--- config.mk ---
export PLATFORM = sky130hd
export DESIGN_NAME = asmd_booth_multiplier
export DESIGN_NICKNAME = d
export VERILOG_FILES = /design/src/rtl/asmd_pkg.sv /design/src/rtl/asmd_booth_step.sv /design/src/rtl/asmd_booth_multiplier.sv
export SDC_FILE = /design/constraint.sdc
export NUM_CORES = 1
export LEC_CHECK = 0
export ABC_AREA = 0
export BUFFER_PORTS_ARGS = -buffer_cell sky130_fd_sc_hd__buf_4
export CAP_MARGIN = 5
export CORE_ASPECT_RATIO = 0.7
export CORE_MARGIN = 2
export CORE_UTILIZATION = 50
export DETAILED_ROUTE_END_ITERATION = 16
export MAX_ROUTING_LAYER = met4
export PLACE_DENSITY_LB_ADDON = 0.08
export SLEW_MARGIN = 20
export SYNTH_ARGS = -nofsm -noshare
export SYNTH_HDL_FRONTEND = slang
export SYNTH_SLANG_ARGS = --single-unit
export TNS_END_PERCENT = 1
--- constraint.sdc ---
create_clock -name clk -period 3.97 [get_ports clk]
set_clock_uncertainty 0.05 [all_clocks]
set_input_delay 0.397 -clock clk [delete_from_list [all_inputs] [get_ports clk]]
set_output_delay 0.397 -clock clk [all_outputs]
set_load 0.05 [all_outputs]
--- src/rtl/asmd_pkg.sv ---
`default_nettype none
// ============================================================================
//  Module   : asmd_pkg
//  Purpose  : Shared types and helpers for the ASMD Booth multiplier
//  Revision : 1.0  initial release
// ============================================================================
package asmd_pkg;

  // Controller states of the multiplier
  typedef enum logic [1:0] {
    S_IDLE = 2'd0,
    S_RUN  = 2'd1,
    S_DONE = 2'd2
  } state_e;

  // Operation selected by one radix-2 Booth step
  typedef enum logic [1:0] {
    BOOTH_NOP = 2'd0,
    BOOTH_ADD = 2'd1,
    BOOTH_SUB = 2'd2
  } booth_op_e;

  // Number of bits needed to encode values 0..value-1
  function automatic int clog2(input int value);
    int r;
    r = 0;
    for (int i = 0; i < 31; i++) begin
      if ((32'sd1 <<< i) < value) r = i + 1;
    end
    return r;
  endfunction

endpackage
`default_nettype wire

--- src/rtl/asmd_booth_step.sv ---
`default_nettype none
// ============================================================================
//  Module   : asmd_booth_step
//  Purpose  : One combinational radix-2 Booth step: add/sub of M into A,
//             then arithmetic right shift of {A, Q, Q_-1}
//  Revision : 1.0  initial release
// ============================================================================
module asmd_booth_step
  import asmd_pkg::*;
#(
  parameter int word_length = 8
) (
  input  logic [word_length+1:0] i_a,
  input  logic [word_length:0]   i_q,
  input  logic                   i_qm1,
  input  logic [word_length:0]   i_m,
  output logic [word_length+1:0] o_a,
  output logic [word_length:0]   o_q,
  output logic                   o_qm1
);

  booth_op_e                w_op;
  logic [word_length+1:0]   w_m_ext;
  logic [word_length+1:0]   w_sum;

  // M is already sign/zero extended by one bit; widen once more to A's width
  assign w_m_ext = {i_m[word_length], i_m};

  // Decode the Booth pair and form the new accumulator before the shift
  always_comb begin
    w_op  = BOOTH_NOP;
    w_sum = i_a;
    case ({i_q[0], i_qm1})
      2'b01:   w_op = BOOTH_ADD;
      2'b10:   w_op = BOOTH_SUB;
      default: w_op = BOOTH_NOP;
    endcase
    case (w_op)
      BOOTH_ADD: w_sum = i_a + w_m_ext;
      BOOTH_SUB: w_sum = i_a - w_m_ext;
      default:   w_sum = i_a;
    endcase
  end

  // Arithmetic shift right of {A, Q, Q_-1} by one position
  assign o_a   = {w_sum[word_length+1], w_sum[word_length+1:1]};
  assign o_q   = {w_sum[0], i_q[word_length:1]};
  assign o_qm1 = i_q[0];

endmodule
`default_nettype wire

--- src/rtl/asmd_booth_multiplier.sv ---
`default_nettype none
// ============================================================================
//  Module   : asmd_booth_multiplier
//  Purpose  : Sequential radix-2 Booth multiplier, signed or unsigned per
//             operation, start/ready/done handshake, one step per clock
//  Revision : 1.0  initial release
// ============================================================================
module asmd_booth_multiplier
  import asmd_pkg::*;
#(
  parameter int word_length = 8
) (
  input  logic                       clk,
  input  logic                       reset,
  input  logic                       start,
  input  logic                       signed_mode,
  input  logic [word_length-1:0]     word0,
  input  logic [word_length-1:0]     word1,
  output logic                       ready,
  output logic                       done,
  output logic [2*word_length-1:0]   product
);

  localparam int                CNT_W    = clog2(word_length + 2);
  localparam logic [CNT_W-1:0]  CNT_LOAD = CNT_W'(word_length + 1);
  localparam logic [CNT_W-1:0]  CNT_LAST = CNT_W'(1);

  state_e                     state_q, state_d;
  logic [word_length+1:0]     a_q, a_d;
  logic [word_length:0]       q_q, q_d;
  logic                       qm1_q, qm1_d;
  logic [word_length:0]       m_q, m_d;
  logic [CNT_W-1:0]           count_q, count_d;
  logic                       ready_q, ready_d;
  logic                       done_q, done_d;
  logic [2*word_length-1:0]   product_q, product_d;

  logic [word_length+1:0]     step_a;
  logic [word_length:0]       step_q;
  logic                       step_qm1;
  logic                       zero_op;

  asmd_booth_step #(
    .word_length (word_length)
  ) u_step (
    .i_a   (a_q),
    .i_q   (q_q),
    .i_qm1 (qm1_q),
    .i_m   (m_q),
    .o_a   (step_a),
    .o_q   (step_q),
    .o_qm1 (step_qm1)
  );

  assign zero_op = (word0 == '0) || (word1 == '0);

  // Next-state, datapath and registered-output logic of the controller
  always_comb begin
    state_d   = state_q;
    a_d       = a_q;
    q_d       = q_q;
    qm1_d     = qm1_q;
    m_d       = m_q;
    count_d   = count_q;
    ready_d   = ready_q;
    done_d    = 1'b0;
    product_d = product_q;
    case (state_q)
      S_IDLE: begin
        ready_d = 1'b1;
        if (start) begin
          ready_d = 1'b0;
          state_d = S_RUN;
          a_d     = '0;
          qm1_d   = 1'b0;
          if (zero_op) begin
            // A zero operand short-circuits to a single all-zero step, so the
            // zero result retires one edge after start
            q_d     = '0;
            m_d     = '0;
            count_d = CNT_LAST;
          end else begin
            q_d     = {signed_mode & word1[word_length-1], word1};
            m_d     = {signed_mode & word0[word_length-1], word0};
            count_d = CNT_LOAD;
          end
        end
      end
      S_RUN: begin
        ready_d = 1'b0;
        a_d     = step_a;
        q_d     = step_q;
        qm1_d   = step_qm1;
        count_d = count_q - CNT_LAST;
        if (count_q == CNT_LAST) begin
          product_d = {step_a[word_length-2:0], step_q};
          done_d    = 1'b1;
          state_d   = S_DONE;
        end
      end
      S_DONE: begin
        ready_d = 1'b1;
        state_d = S_IDLE;
      end
      default: begin
        ready_d = 1'b1;
        state_d = S_IDLE;
      end
    endcase
  end

  // State, datapath and output registers; reset aborts any run in progress
  always_ff @(posedge clk or negedge reset) begin
    if (!reset) begin
      state_q   <= S_IDLE;
      a_q       <= '0;
      q_q       <= '0;
      qm1_q     <= 1'b0;
      m_q       <= '0;
      count_q   <= '0;
      ready_q   <= 1'b1;
      done_q    <= 1'b0;
      product_q <= '0;
    end else begin
      state_q   <= state_d;
      a_q       <= a_d;
      q_q       <= q_d;
      qm1_q     <= qm1_d;
      m_q       <= m_d;
      count_q   <= count_d;
      ready_q   <= ready_d;
      done_q    <= done_d;
      product_q <= product_d;
    end
  end

  assign ready   = ready_q;
  assign done    = done_q;
  assign product = product_q;

endmodule
`default_nettype wire

# Yosys cells after proc, flatten, opt, wreduce, memory -nomap -nowiden
# Cells that the tools add are included.
[totals] input_bits=20 romBits=0 latch_bits=0 out_inout_bits=18 n_memories=0 ramBits=0 word_cells=51 reg_bits=53
[classes] addsub=3 shifts=0 eq_ne=8 n_mux=20 magnitude_cmp=0 div=0 n_bitwise=2 mul=0 n_reduce_logical=9
[ops] op="$pmux W10 S2" n=2
[ops] op="$mux W9" n=3
[ops] op="$pmux W9 S2" n=1
[ops] op="$logic_not A8 Y1" n=2
[ops] op="$add A10 B10 Y10" n=1
[ops] op="$mux W10" n=1
[ops] op="$sub A10 B10 Y10" n=1
[ops] op="$mux W4" n=2
[ops] op="$pmux W2 S2" n=2
[ops] op="$pmux W4 S2" n=1
[ops] op="$reduce_and A2 Y1" n=4
[ops] op="$eq A2 B1 Y1 const B" n=3
[ops] op="$eq A2 B2 Y1 const B" n=2
[ops] op="$eq A4 B1 Y1 const B" n=1
[ops] op="$mux W1" n=4
[ops] op="$mux W2" n=2
[ops] op="$ne A2 B2 Y1 const B" n=2
[ops] op="$pmux W1 S2" n=2
[ops] op="$sub A4 B1 Y4 const B" n=1
[ops] op="$and A1 B1 Y1" n=2
[ops] op="$logic_not A2 Y1" n=1
[ops] op="$reduce_bool A2 Y1" n=1
[ops] op="$logic_or A1 B1 Y1" n=1

# Longest topological paths before layout
[depth] word_depth=5 depth_mapped=13 mapped_depth_nobuf=13

# Cells and area by module
# Synthesis repeated with hierarchy kept, for this count alone.
[hier_totals] cells_unflattened=275 hier_area_um2=2915.3
[modules_own_cells] mod="asmd_booth_multiplier" seq_area_each_um2=1327.5 cells_each=165 area_each_um2=2135.8 instances=1
[modules_own_cells] mod="asmd_booth_step" seq_area_each_um2=0.0 cells_each=110 area_each_um2=779.5 instances=1

# Worst setup path before layout
# No wires, ideal clock.
[synth_timing] kind="reg-to-reg" startpoint="register qm1_q" endpoint="register a_q[6]" stages_incl_launch_ff=12 t_arrival_ns=2.745 path_slack_ns=1.099 required_time_ns=3.843 period_less_slack_ns=2.871 n_path_buf=1 setup_time_ns=0.077 cell_sequence="dfrtp_1 inv_1 ha_1 clkbuf_1 mux2i_1 ha_1 nor2b_1 o2111a_1 or4_1 and2_1 o31a_1 o21ai_1"
[synth_between] elab_chain_len=5 word_cells_on_any_way=7 classes_between="4 x eq/ne; 3 x mux"
[synth_rtl] element="start, declared" line_no="asmd_booth_multiplier.sv:31" source="logic qm1_q, qm1_d;"
[synth_rtl] element="start signal, assigned" line_no="asmd_booth_multiplier.sv:128" source="qm1_q <= qm1_d;"
[synth_rtl] element="$eq A2 B2 Y1 / $eq A2 B1 Y1 (equally long branches)" line_no="asmd_booth_step.sv:33" source="case ({i_q[0], i_qm1})"
[synth_rtl] element="$pmux W2 S2 (*)" line_no="asmd_booth_step.sv:33"
[synth_rtl] element="$eq A2 B2 Y1 / $eq A2 B1 Y1 (equally long branches)" line_no="asmd_booth_step.sv:38" source="case (w_op)"
[synth_rtl] element="$pmux W10 S2 (*)" line_no="asmd_booth_step.sv:38"
[synth_rtl] element="$pmux W10 S2 (*)" line_no="asmd_booth_multiplier.sv:68" source="case (state_q)"
[synth_rtl] element="end signal, assigned" line_no="asmd_booth_multiplier.sv:116" source="a_q <= '0;"
[synth_rtl] element="end signal, assigned" line_no="asmd_booth_multiplier.sv:126" source="a_q <= a_d;"
[synth_rtl] element="end, declared" line_no="asmd_booth_multiplier.sv:29" source="logic [word_length+1:0] a_q, a_d;"
# Mark *: on every way between the ends. The rest lies on a longest branch, timed or not.
# A chain may end at the register's enable or synchronous reset.

# Worst setup path after layout
[layout_timing] startpoint="register qm1_q" endpoint="register product_q[15], in the netlist product[15]"
[layout_between] elab_chain_len=4 word_cells_on_any_way=6 classes_between="4 x eq/ne; 2 x mux"
[layout_rtl] element="$eq A2 B2 Y1 / $eq A2 B1 Y1 (equally long branches)" line_no="asmd_booth_step.sv:33"
[layout_rtl] element="$pmux W2 S2 (*)" line_no="asmd_booth_step.sv:33"
[layout_rtl] element="$eq A2 B2 Y1 / $eq A2 B1 Y1 (equally long branches)" line_no="asmd_booth_step.sv:38"
[layout_rtl] element="$pmux W10 S2 (*)" line_no="asmd_booth_step.sv:38"
[layout_rtl] element="end signal, assigned" line_no="asmd_booth_multiplier.sv:133" source="product_q <= product_d;"
[layout_rtl] element="end, declared" line_no="asmd_booth_multiplier.sv:36" source="logic [2*word_length-1:0] product_q, product_d;"
# Marks and branches as above.

==> results.yml <==
cells_and_area:
  area_growth_pct: 17.5
  diodes: 0
  finish.utilization: 0.611
  nets: 361
  drive_gt1_frac: 0.159
  num-fill-cells: 472
setup_path:
  criticalPathCategory: "register to register"
  cp_max_fo: 9
  cp-startpoint: "qm1_q"
  crit_path_end: "product[15]"
  r2r_slack_ns: 0.96
  rr_endpoint: "product[15]"
  cpMaxStageDelayCell: "or4_1"
  worst_ep_required_time_ns: 4.14
  cpMostUsedCell: "ha_1"
  crit_chain: "inv_1 -> ha_1 -> mux2i_1 -> ha_1 -> nor2b_1 -> o2111a_1 -> or4_1 -> and2_1 -> o31a_1 -> o21ai_1"
  end_kind: "register"
  max_stage_delay_ns: 0.50
  r2r_cells: 10
  r2r_start: "qm1_q"
  cp-start-kind: "register"
  cp.arrival_ns: 3.18
synth:
  netlist_area_um2: 2740
  synth.avg_cell_area_um2: 9.37
  synth.distinct_cells: 41
  syn_nets: 326
  synth-seq-cells: 52
  synth_edf_count: 0
  seq_area_frac_synth: 0.476
  ys.flop_type: "dfrtp_1"
  yosys_warnings: 0
  synth_cells: 292
  async_reset_ff_frac: 1.00
route:
  drtIter0Drc: 97
  wl_per_cell_um: 15.0
  routed_wl_um: 6010
  vias: 2182
  drc_errors: 0
  dr.pass1.iters: 4
  vias_per_cell: 5.46
  ant_nets: 0
sta:
  setup-tns-final_ns: 0
  min_period_over_period: 0.757
  tightest_slew_ns: 0.871
  fin_crit_ns: 3.01
  setup-violations-final: 0
  rsz0062_at_grt: "no"
  slew_viol_final: 0
  fmax_mhz: 333
  hold_viol_final: 0
  slew_headroom: 0.418
global_routing:
  grt_first_pass_wirelength_um: 10300
  grt_pass1_vias: 2016
  antenna_found_initial: 0
  grt_use_total: 0.227
  grt_max_degree: 53
  grt_overflow: 0
die:
  dieHeight_um: 65.9
  initial_utilization: 0.520
  core-area_um2: 5260
  dieArea_um2: 6090
  num_io_pins: 38
  rows: 22
  dieWidth_um: 92.4
clock_tree:
  cts_buffers: 5
  cts_setup_buffers: 0
  cts_tree: "done"
  holdBufCountCts: 0
  clockBufferDepth: 2
  cts_resized: 0
  clkTransAtPathRegs_ns: 0.10
  numClockSinks: 52
  htreeDepth: 2
  worstSkewPairLatency_ns: 0.31
  root_buffer: "clkbuf_8"
placement:
  hpwl_um: 4370
  gp_congestion: 0.826
  port_buffers: 37
status:
  status: "completed"
worst_hold_path:
  hp-class: "input port to asynchronous set/reset pin"
run:
  cap_violations: 0
==> how the worst min path moves through the flow <==
stage                      end       start  slack (ns)  cells past startpoint
finish                  m_q[2]       reset        0.06                      1
global route            q_q[4]       reset        0.11                      1
CTS                     m_q[6]       reset        0.08                      1
detailed placement      m_q[6]       reset        0.42                      1
global placement    product[0]  product[0]        0.41                      2
floorplan               a_q[0]       reset        0.05                      0
==> cell usage after synthesis (all sizes together) (2+ instances only) <==
master   n  area, µm²
a21o     3       22.5
a21oi   12       60.1
a22o    11       96.3
a22oi    9       67.6
a31oi    3       18.8
and2     4       25.0
clkbuf  10       37.5
dfrtp   51       1280
ha      13        163
inv     11       41.3
mux2i    5       50.1
nand2   57        214
nand2b   4       25.0
nor2    20       75.1
nor2b    2       12.5
nor3     9       45.0
nor3b    2       15.0
nor4     2       12.5
o21a     2       15.0
o21ai   28        140
or3      2       12.5
or4      4       30.0
xnor2   12        105
==> per-layer routing <==
| metal | track usage | vias up | routed length (µm) |
|---|---|---|---|
| li1 | - | 1095 | - |
| met1 | 0.340 | 1043 | 3230 |
| met2 | 0.313 | 42 | 2500 |
| met3 | 0.0410 | 2 | 265 |
| met4 | 0.0672 | 0 | 25 |
| met5 | - | - | 0 |
==> metrics by stage <==
stage	instance area, µm²	setup WS, ns	hold WS, ns	cells
after global placement	3080	1.07	0.413	392
after CTS	3210	0.961	0.0828	400
final	3210	0.964	0.0584	400
after global routing	3210	0.736	0.108	400
after detailed placement	3080	1.02	0.416	392
after floorplan	2740	1.10	0.0514	292
==> cells in the final DEF, fill, tap and decap left out, types with 2 or more instances in the layout <==
| master | count |
|---|---|
| bufinv_16 | 2 |
| buf_4 | 39 |
| clkbuf_8 | 5 |
| nor3_1 | 9 |
| nor2_1 | 20 |
| dfrtp_1 | 51 |
| nor3b_1 | 2 |
| nor2b_1 | 2 |
| or4_1 | 4 |
| mux2i_1 | 5 |
| a21oi_1 | 12 |
| xnor2_1 | 12 |
| nand2_1 | 57 |
| o21ai_0 | 23 |
| o21a_1 | 2 |
| a21o_1 | 3 |
| or3_1 | 2 |
| nor4_1 | 2 |
| a31oi_1 | 3 |
| a22oi_1 | 9 |
| a22o_1 | 11 |
| inv_1 | 10 |
| nand2b_1 | 4 |
| and2_1 | 4 |
| o21ai_1 | 5 |
| ha_1 | 13 |
==> cell families (layout without fill, tap and decap cells) <==
kind of cell / count (synthesis) / count (layout) / synth area share
AO/OA/AOI/OAI: 77 / 77 / 0.187
XOR/XNOR: 13 / 13 / 0.0416
adder cells (fa/ha/maj): 14 / 14 / 0.0668
buffers and inverters: 22 / 58 / 0.0302
flip-flops: 52 / 52 / 0.476
multiplexers: 6 / 6 / 0.0224
AND/OR/NAND/NOR: 108 / 108 / 0.176
==> worst max-delay path: cells and delay by family, from the launching register on <==
kind | cells | cell delay [ns]
muxes | 1 | 0.34
AOI/OAI and AO/OA | 3 | 0.63
and+or+nand+nor | 3 | 0.82
buffers and inverters | 1 | 0.07
DFF | 1 | 0.39
adders and majority gates | 2 | 0.62
==> final cells by class <==
cell class	instances	area (µm²)	area share
multi-input cells	218	1360	0.422
well taps	72	90.1	0.0280
clock buffers	6	72.6	0.0226
flip-flops and latches	52	1300	0.405
clock inverters	2	60.1	0.0187
inverters	11	41.3	0.0128
repair buffers	39	293	0.0911
==> sequential cells by signal, indices dropped and copies added, names as in the netlist <==
signal,count
ready,1
m_q,9
qm1_q,1
q_q,9
product,16
state_q,2
done,1
a_q,9
count_q,4
Power is left out: the tool's default activity adds up to more than one toggle a clock period on the data nets, which glitch-free logic cannot reach.
